File: src/rtl/decoder_rr_arbiter_if.sv
// Bus between the requesters and the round-robin decoder arbiter.
// slave = arbiter side, master = requester/decoder side.
interface decoder_rr_arbiter_if;
  logic [15:0] req_i;
  logic        done_i;
  logic        dec_enable_o;
  logic [3:0]  dec_sel_o;
  logic        grant_valid_o;
  logic [3:0]  grant_id_o;
  logic        timeout_o;

  modport slave (
    input  req_i,
    input  done_i,
    output dec_enable_o,
    output dec_sel_o,
    output grant_valid_o,
    output grant_id_o,
    output timeout_o
  );

  modport master (
    output req_i,
    output done_i,
    input  dec_enable_o,
    input  dec_sel_o,
    input  grant_valid_o,
    input  grant_id_o,
    input  timeout_o
  );
endinterface

File: src/rtl/decoder_rr_arbiter.sv
// Round-robin arbiter driving a shared 4-to-16 decoder (active-low enable), 16 requesters.
// Optional macro TIMEOUT_EN: forced release after MAX_HOLD busy cycles with a timeout pulse.
module decoder_rr_arbiter #(
  parameter int MAX_HOLD = 255,
  parameter int CNT_W    = 8
) (
  input  logic                  clk,
  input  logic                  reset,
  decoder_rr_arbiter_if.slave   bus
);

  typedef enum logic [0:0] {
    ST_IDLE = 1'b0,
    ST_BUSY = 1'b1
  } state_e;

  if ((2 ** CNT_W) <= MAX_HOLD || MAX_HOLD < 1) begin : g_bad_params
    $error("decoder_rr_arbiter: need 2**CNT_W > MAX_HOLD >= 1");
  end

  state_e      state_q;
  logic        dec_enable_q;
  logic [3:0]  dec_sel_q;
  logic        grant_valid_q;
  logic [3:0]  grant_id_q;
  logic [3:0]  last_id_q;
  logic        win_vld_d;
  logic [3:0]  win_id_d;

  // Search starts just after the previous owner; the previous owner itself is checked last.
  function automatic logic [4:0] rr_pick(input logic [15:0] req, input logic [3:0] last);
    logic [4:0] res;
    logic [3:0] idx;
    res = 5'd0;
    for (int k = 1; k <= 16; k++) begin
      idx = last + k[3:0];
      if (!res[4] && req[idx]) begin
        res = {1'b1, idx};
      end else begin
        res = res;
      end
    end
    return res;
  endfunction

  // Round-robin winner for the current request vector.
  always_comb begin
    {win_vld_d, win_id_d} = rr_pick(bus.req_i, last_id_q);
  end

`ifdef TIMEOUT_EN
  logic [CNT_W-1:0] hold_cnt_q;
  logic             timeout_q;

  // Arbitration FSM with hold-time watchdog.
  always_ff @(posedge clk) begin
    if (reset) begin
      state_q       <= ST_IDLE;
      dec_enable_q  <= 1'b1;
      dec_sel_q     <= 4'd0;
      grant_valid_q <= 1'b0;
      grant_id_q    <= 4'd0;
      last_id_q     <= 4'd15;
      hold_cnt_q    <= '0;
      timeout_q     <= 1'b0;
    end else begin
      case (state_q)
        ST_IDLE: begin
          timeout_q <= 1'b0;
          if (win_vld_d) begin
            state_q       <= ST_BUSY;
            dec_sel_q     <= win_id_d;
            grant_id_q    <= win_id_d;
            dec_enable_q  <= 1'b0;
            grant_valid_q <= 1'b1;
            hold_cnt_q    <= '0;
          end
        end
        ST_BUSY: begin
          if (bus.done_i || (hold_cnt_q == CNT_W'(MAX_HOLD - 1))) begin
            state_q       <= ST_IDLE;
            dec_enable_q  <= 1'b1;
            grant_valid_q <= 1'b0;
            last_id_q     <= grant_id_q;
            timeout_q     <= ~bus.done_i;
          end else begin
            hold_cnt_q <= hold_cnt_q + CNT_W'(1);
          end
        end
        default: begin
          state_q       <= ST_IDLE;
          dec_enable_q  <= 1'b1;
          grant_valid_q <= 1'b0;
          timeout_q     <= 1'b0;
        end
      endcase
    end
  end

  assign bus.timeout_o = timeout_q;
`else
  // Arbitration FSM; a grant is held until its owner signals done.
  always_ff @(posedge clk) begin
    if (reset) begin
      state_q       <= ST_IDLE;
      dec_enable_q  <= 1'b1;
      dec_sel_q     <= 4'd0;
      grant_valid_q <= 1'b0;
      grant_id_q    <= 4'd0;
      last_id_q     <= 4'd15;
    end else begin
      case (state_q)
        ST_IDLE: begin
          if (win_vld_d) begin
            state_q       <= ST_BUSY;
            dec_sel_q     <= win_id_d;
            grant_id_q    <= win_id_d;
            dec_enable_q  <= 1'b0;
            grant_valid_q <= 1'b1;
          end
        end
        ST_BUSY: begin
          if (bus.done_i) begin
            state_q       <= ST_IDLE;
            dec_enable_q  <= 1'b1;
            grant_valid_q <= 1'b0;
            last_id_q     <= grant_id_q;
          end
        end
        default: begin
          state_q       <= ST_IDLE;
          dec_enable_q  <= 1'b1;
          grant_valid_q <= 1'b0;
        end
      endcase
    end
  end

  assign bus.timeout_o = 1'b0;
`endif

  assign bus.dec_enable_o  = dec_enable_q;
  assign bus.dec_sel_o     = dec_sel_q;
  assign bus.grant_valid_o = grant_valid_q;
  assign bus.grant_id_o    = grant_id_q;

endmodule
File: src/flat_wrapper.sv
// flat-port wrapper written by rule: the top's interface ports become plain ports
module decoder_rr_arbiter_flat 
#(
  parameter int MAX_HOLD = 255,
  parameter int CNT_W    = 8
)
  (clk, reset, bus_req_i, bus_done_i, bus_dec_enable_o, bus_dec_sel_o, bus_grant_valid_o, bus_grant_id_o, bus_timeout_o);
  decoder_rr_arbiter_if bus_i ();
  input  logic clk;
  input  logic reset;
  input wire logic [$bits(bus_i.req_i)-1:0] bus_req_i;
  input wire logic [$bits(bus_i.done_i)-1:0] bus_done_i;
  output wire logic [$bits(bus_i.dec_enable_o)-1:0] bus_dec_enable_o;
  output wire logic [$bits(bus_i.dec_sel_o)-1:0] bus_dec_sel_o;
  output wire logic [$bits(bus_i.grant_valid_o)-1:0] bus_grant_valid_o;
  output wire logic [$bits(bus_i.grant_id_o)-1:0] bus_grant_id_o;
  output wire logic [$bits(bus_i.timeout_o)-1:0] bus_timeout_o;
  assign bus_i.req_i = bus_req_i;
  assign bus_i.done_i = bus_done_i;
  assign bus_dec_enable_o = bus_i.dec_enable_o;
  assign bus_dec_sel_o = bus_i.dec_sel_o;
  assign bus_grant_valid_o = bus_i.grant_valid_o;
  assign bus_grant_id_o = bus_i.grant_id_o;
  assign bus_timeout_o = bus_i.timeout_o;
  decoder_rr_arbiter #(.MAX_HOLD(MAX_HOLD), .CNT_W(CNT_W)) u_core (.clk(clk), .reset(reset), .bus(bus_i));
endmodule
File: config.mk
export PLATFORM = sky130hd
export DESIGN_NAME = decoder_rr_arbiter_flat
export DESIGN_NICKNAME = d
export VERILOG_FILES = /design/src/rtl/decoder_rr_arbiter_if.sv /design/src/rtl/decoder_rr_arbiter.sv /design/src/flat_wrapper.sv
export SDC_FILE = /design/constraint.sdc
export NUM_CORES = 1
export LEC_CHECK = 0
export BUFFER_PORTS_ARGS = -buffer_cell sky130_fd_sc_hd__buf_2
export CORE_AREA = 2 2 76 78
export DETAILED_ROUTE_END_ITERATION = 8
export DIE_AREA = 0 0 78 80
export MAX_ROUTING_LAYER = met4
export PLACE_DENSITY = 0.68
export SYNTH_ARGS = -nofsm -noshare
export SYNTH_HDL_FRONTEND = slang
export SYNTH_SLANG_ARGS = --single-unit
File: constraint.sdc
create_clock -name clk -period 5.7 [get_ports clk]
set_input_delay 1.14 -clock clk [delete_from_list [all_inputs] [get_ports clk]]
set_output_delay 1.14 -clock clk [all_outputs]
set_load 0.05 [all_outputs]
# Word level (Yosys, flattened, before mapping)

Index checks and enable logic that the tools add are counted.
W data, S select, Z words.

Register bits: 11
Bits of input ports: 19
Output and inout port bits: 11
Logic and storage cells: 129

$add $sub $neg: 15
$lt $le $gt $ge: 16
Equal/unequal tests: 2
Muxes and demuxes: 57
Bitwise gates (word level): 1
Reduce and logical (&&, ||, !) cells: 33

Operators by type and width:

| kind                  | count |
|---|---|
| $lt A4 B5 Y1 const B  | 16 |
| $mux W5               | 16 |
| $bmux W1 S4           | 16 |
| $add A4 B4 Y4 const B | 8 |
| $mux W1               | 22 |
| $add A4 B3 Y4 const B | 4 |
| $logic_and A1 B1 Y1   | 15 |
| $logic_not A1 Y1      | 15 |
| $add A4 B2 Y4 const B | 2 |
| $pmux W1 S2           | 3 |
| $reduce_and A2 Y1     | 3 |
| $add A4 B1 Y4 const B | 1 |
| $ne A2 B1 Y1 const B  | 1 |
| $ne A2 B2 Y1 const B  | 1 |
| $not A1 Y1            | 1 |

# Logic depth before layout (Yosys ltp)

Depth after elaboration: 51
Gate-level depth with buffers: 16
Mapped depth without buffers: 11

# Least setup slack after synthesis

OpenSTA, ideal clock, no wires.

Path type: flip-flop to flip-flop
Start: register u_core.last_id_q[1]
End: register u_core.dec_sel_q[2] (netlist: u_core.bus.dec_sel_o[2])
Library setup time: 115 ps
Arrival time: 4546 ps
Data required time: 5585 ps
Setup slack: 1039 ps
Stages on the path, launching flop included: 15
Path buffers: 4
Period minus slack after synthesis: 4661 ps
Path through: dfxtp_1 buf_2 clkbuf_1 inv_1 ha_1 buf_1 buf_2 mux2_2 mux4_2 mux2_2 nor4_4 a41oi_1 mux2i_1 a2111oi_0 o21ba_1

Longest elaborated chain between the ends: 50
Elaborated cells between the ends (all ways): 94
Those cells by class: add/sub (15); mux (48); reduce/logical (31)

Ends and longest elaborated chain:

| element                            | line                      | RTL |
|---|---|---|
| from (decl)                        | decoder_rr_arbiter.sv:26  | `logic [3:0] last_id_q;` |
| from (signal assigned)             | decoder_rr_arbiter.sv:127 | `last_id_q <= grant_id_q;` |
| $add A4 B1 Y4                      | decoder_rr_arbiter.sv:36  | `idx = last + k[3:0];` |
| $bmux W1 S4                        | decoder_rr_arbiter.sv:37  | `if (!res[4] && req[idx]) begin` |
| $mux W1 (implied by the code)      | decoder_rr_arbiter.sv:37  |  |
| $mux W5                            | decoder_rr_arbiter.sv:37  |  |
| $logic_not A1 Y1                   | decoder_rr_arbiter.sv:37  |  |
| $logic_and A1 B1 Y1                | decoder_rr_arbiter.sv:37  |  |
| $mux W5                            | decoder_rr_arbiter.sv:37  |  |
| $logic_not A1 Y1                   | decoder_rr_arbiter.sv:37  |  |
| (+34 left out)                     | --                        |  |
| $mux W5                            | decoder_rr_arbiter.sv:37  |  |
| $logic_not A1 Y1                   | decoder_rr_arbiter.sv:37  |  |
| $logic_and A1 B1 Y1                | decoder_rr_arbiter.sv:37  |  |
| $mux W5                            | decoder_rr_arbiter.sv:37  |  |
| $logic_not A1 Y1                   | decoder_rr_arbiter.sv:37  |  |
| $logic_and A1 B1 Y1                | decoder_rr_arbiter.sv:37  |  |
| $mux W5 (*)                        | decoder_rr_arbiter.sv:37  |  |
| $reduce_and A2 Y1 (no source line) | --                        |  |
| to (signal assigned)               | decoder_rr_arbiter.sv:116 | `dec_sel_q <= win_id_d;` |
| to (decl)                          | decoder_rr_arbiter.sv:23  | `logic [3:0] dec_sel_q;` |

Every way passes the cells marked *; elsewhere a longest branch is shown, timed or not. The select of a mux whose other input is x is not followed.
A chain may end at the register's enable or synchronous reset.

# Worst setup path in the final report

Same ends and word-level chain as after synthesis.

==> flow_summary.json <==
{
  "start_kind": "flop",
  "async_reset_ff_frac": 0,
  "netlist_area_mm2": 0.002597,
  "final_common_cell": "nand2_1",
  "grt_pass1_vias": 2379,
  "netlist.area_leader.share": 0.1908,
  "power_frac_comb": 0.765,
  "fin_tns_setup_ns": 0,
  "wirelength_mm": 7.552,
  "drtIter0Drc": 212,
  "peakVddDrop_v": 0.0001920,
  "cp_max_fo": 23,
  "finalPower_mw": 0.7466,
  "cts_tree": "built",
  "tightest_slew_ns": 0.8904,
  "p_switching_mw": 0.3906,
  "holdBufCountCts": 0,
  "maxCapViolCount": 0,
  "die_h_um": 80,
  "clkPwrFrac": 0.102,
  "clk_pin_slew_worst_paths_ns": 0.05,
  "sw_frac_of_total": 0.5232,
  "p_leak_nw": 1.128,
  "grt_overflow": 0,
  "synth_nets": 325,
  "clk_latency_ns": 0.23,
  "fin_nets": 344,
  "clock.fmax_mhz": 208.7,
  "cts_root_buffer": "clkbuf_8",
  "cts_buffer_depth": 2,
  "first_pass_iters": 4,
  "die_area_mm2": 0.006240,
  "drc": 0,
  "syn2layout_area_growth_pct": 7.370,
  "p_per_area_mw_per_mm2": 267.7,
  "seq_power_share": 0.134,
  "synthCells": 298,
  "syn_avg_cell_area_um2": 8.716,
  "dieWidth_um": 78,
  "synth_edf_count": 0,
  "antenna_found_initial": 0,
  "final_util": 0.5160,
  "drive_gt1_frac": 0.2627,
  "final_cell_mix": "nand2_1 (34), buf_2 (28), mux4_2 (22), mux2i_1 (22)",
  "clock_skew_ns": 0.001609,
  "via_count": 2536,
  "core_mm2": 0.005405,
  "hold_violations": 0,
  "slew_headroom": 0.4064,
  "diodes": 0,
  "synth_top_cell_by_area": "mux4_2",
  "grt_start_max_net_pins": 25,
  "yosysUniqueCellTypes": 71,
  "worstPathArrival_ns": 4.92,
  "htree_levels": 1,
  "rows": 27,
  "outcome": "finished clean",
  "post_layout_nonfiller_instances": 388,
  "critPathRequiredTime_ns": 5.83,
  "place_hpwl_mm": 5.716,
  "synth_warnings": 0,
  "avgRoutedWirePerCell_um": 19.46,
  "ys_seq_area_frac": 0.08478,
  "crit_type": "reg -> reg",
  "maxSlewViolCount": 0,
  "grt_util_all_layers": 0.2528,
  "rsz0062_at_grt": "false",
  "hold_class": "reg -> reg",
  "routabilityCongestion": 0.9578,
  "numCtsBuffers": 3,
  "dp.cells": 384,
  "layout_worst_path_cycle_share": 0.8405,
  "internal-power_mw": 0.3560,
  "initial_core_util": 0.4806,
  "grt_pass1_wl_mm": 12.20,
  "synth_area_leaders": "mux4_2 (19%), dfxtp_1 (8.5%), mux2i_1 (8.5%)",
  "io_buffers": 28,
  "viasPerCell": 6.536,
  "finalCriticalPeriod_ns": 4.791,
  "cts_setup_buffers": 0,
  "critPathCaptureType": "flop",
  "setup_viol": 0,
  "antenna_left": 0,
  "synth_seq_cells": 11,
  "synth_flop_cell": "dfxtp_1",
  "cts_sinks": 11,
  "cts_resized": 0,
  "io_pins": 30
}
per-layer routing:
metal	track usage	vias up	part of all wire
li1	-	1191	-
met2	0.4009	104	0.48
met1	0.3305	1226	0.42
met3	0.04525	15	0.082
met5	-	-	0
met4	0.07895	0	0.015
power by group through the flow:
stage / logic (mW) / clock network, mW / registers [mW]
after floorplan: 0.417 / 0 / 0.122
after global placement: 0.559 / 0 / 0.100
after detailed placement: 0.557 / 0 / 0.100
after CTS: 0.560 / 0.0781 / 0.0993
after global routing: 0.612 / 0.0826 / 0.100
final: 0.571 / 0.0760 / 0.0997
critical path: stages, from the launching register on:
cell and delay [ns]:
dfxtp_1 0.32, inv_1 0.11, ha_1 0.90, mux4_2 0.49, mux2i_1 0.31, mux2i_1 0.27, or4b_1 0.72, nor3_2 0.33
a41oi_1 0.44, mux2i_1 0.24, a2111oi_0 0.36, o21ba_1 0.19
state kept, by name (all words and copies together), names as in the netlist:
| signal | count |
|---|---|
| u_core.bus.grant_valid_o | 1 |
| u_core.last_id_q | 4 |
| u_core.bus.dec_enable_o | 1 |
| u_core.bus.dec_sel_o | 4 |
| u_core.state_q | 1 |
synth_stat cells, types with 3 or more instances:
library cell and number:
o211ai_1 3, nand2_1 34, clkbuf_1 8, xnor2_1 8, buf_2 3, mux2i_1 22, mux4_2 22, o21ai_0 11
a31oi_1 3, nand3_1 12, o22ai_1 5, inv_1 13, nor2_1 21, buf_4 5, ha_1 8, a21oi_1 21
and3_1 3, dfxtp_1 11, o21a_1 3, mux2_2 14
logic make-up (layout without fill, tap and decap cells):
| logic type | after synthesis | in the layout | synth area share |
|---|---|---|---|
| compound gates | 76 | 76 | 0.2004 |
| xor+xnor | 11 | 11 | 0.03998 |
| other cells | 1 | 1 | 0.001444 |
| fa+ha+maj | 8 | 8 | 0.03854 |
| mux | 64 | 64 | 0.3825 |
| buf+inv | 35 | 53 | 0.07129 |
| simple gates | 92 | 92 | 0.1811 |
| flops | 11 | 11 | 0.08478 |
path summary, 6_finish.rpt:
kind,slack [ns],start,depth (start not counted),endpoint
setup / recovery,0.91,u_core.last_id_q[1],11,u_core.bus.dec_sel_o[2]
hold / removal,0.46,u_core.bus.grant_valid_o,1,u_core.bus.grant_valid_o
setup reg to reg,0.91,u_core.last_id_q[1],11,u_core.bus.dec_sel_o[2]
hold reg to reg,0.46,u_core.bus.grant_valid_o,1,u_core.bus.grant_valid_o
stage by stage:
stage          cell area, um^2  setup slack (ns)  hold slack [ns]
2_1_floorplan             2597             1.039           0.6302
3_3_place_gp              2744             1.058           0.4517
3_5_place_dp              2744            0.9908           0.4531
4_1_cts                   2789             1.024           0.4647
5_1_grt                   2789            0.5559           0.4845
6_report                  2789            0.9090           0.4615
cell type report:
cell class	count	area [um^2]
well taps	72	90.09
inverters	15	56.30
fillers	518	2616
flip-flops and latches	11	220.2
repair buffers	34	185.2
clock buffers	4	45.04
multi-input cells	252	2192
Power figures use the tool's default switching activity.
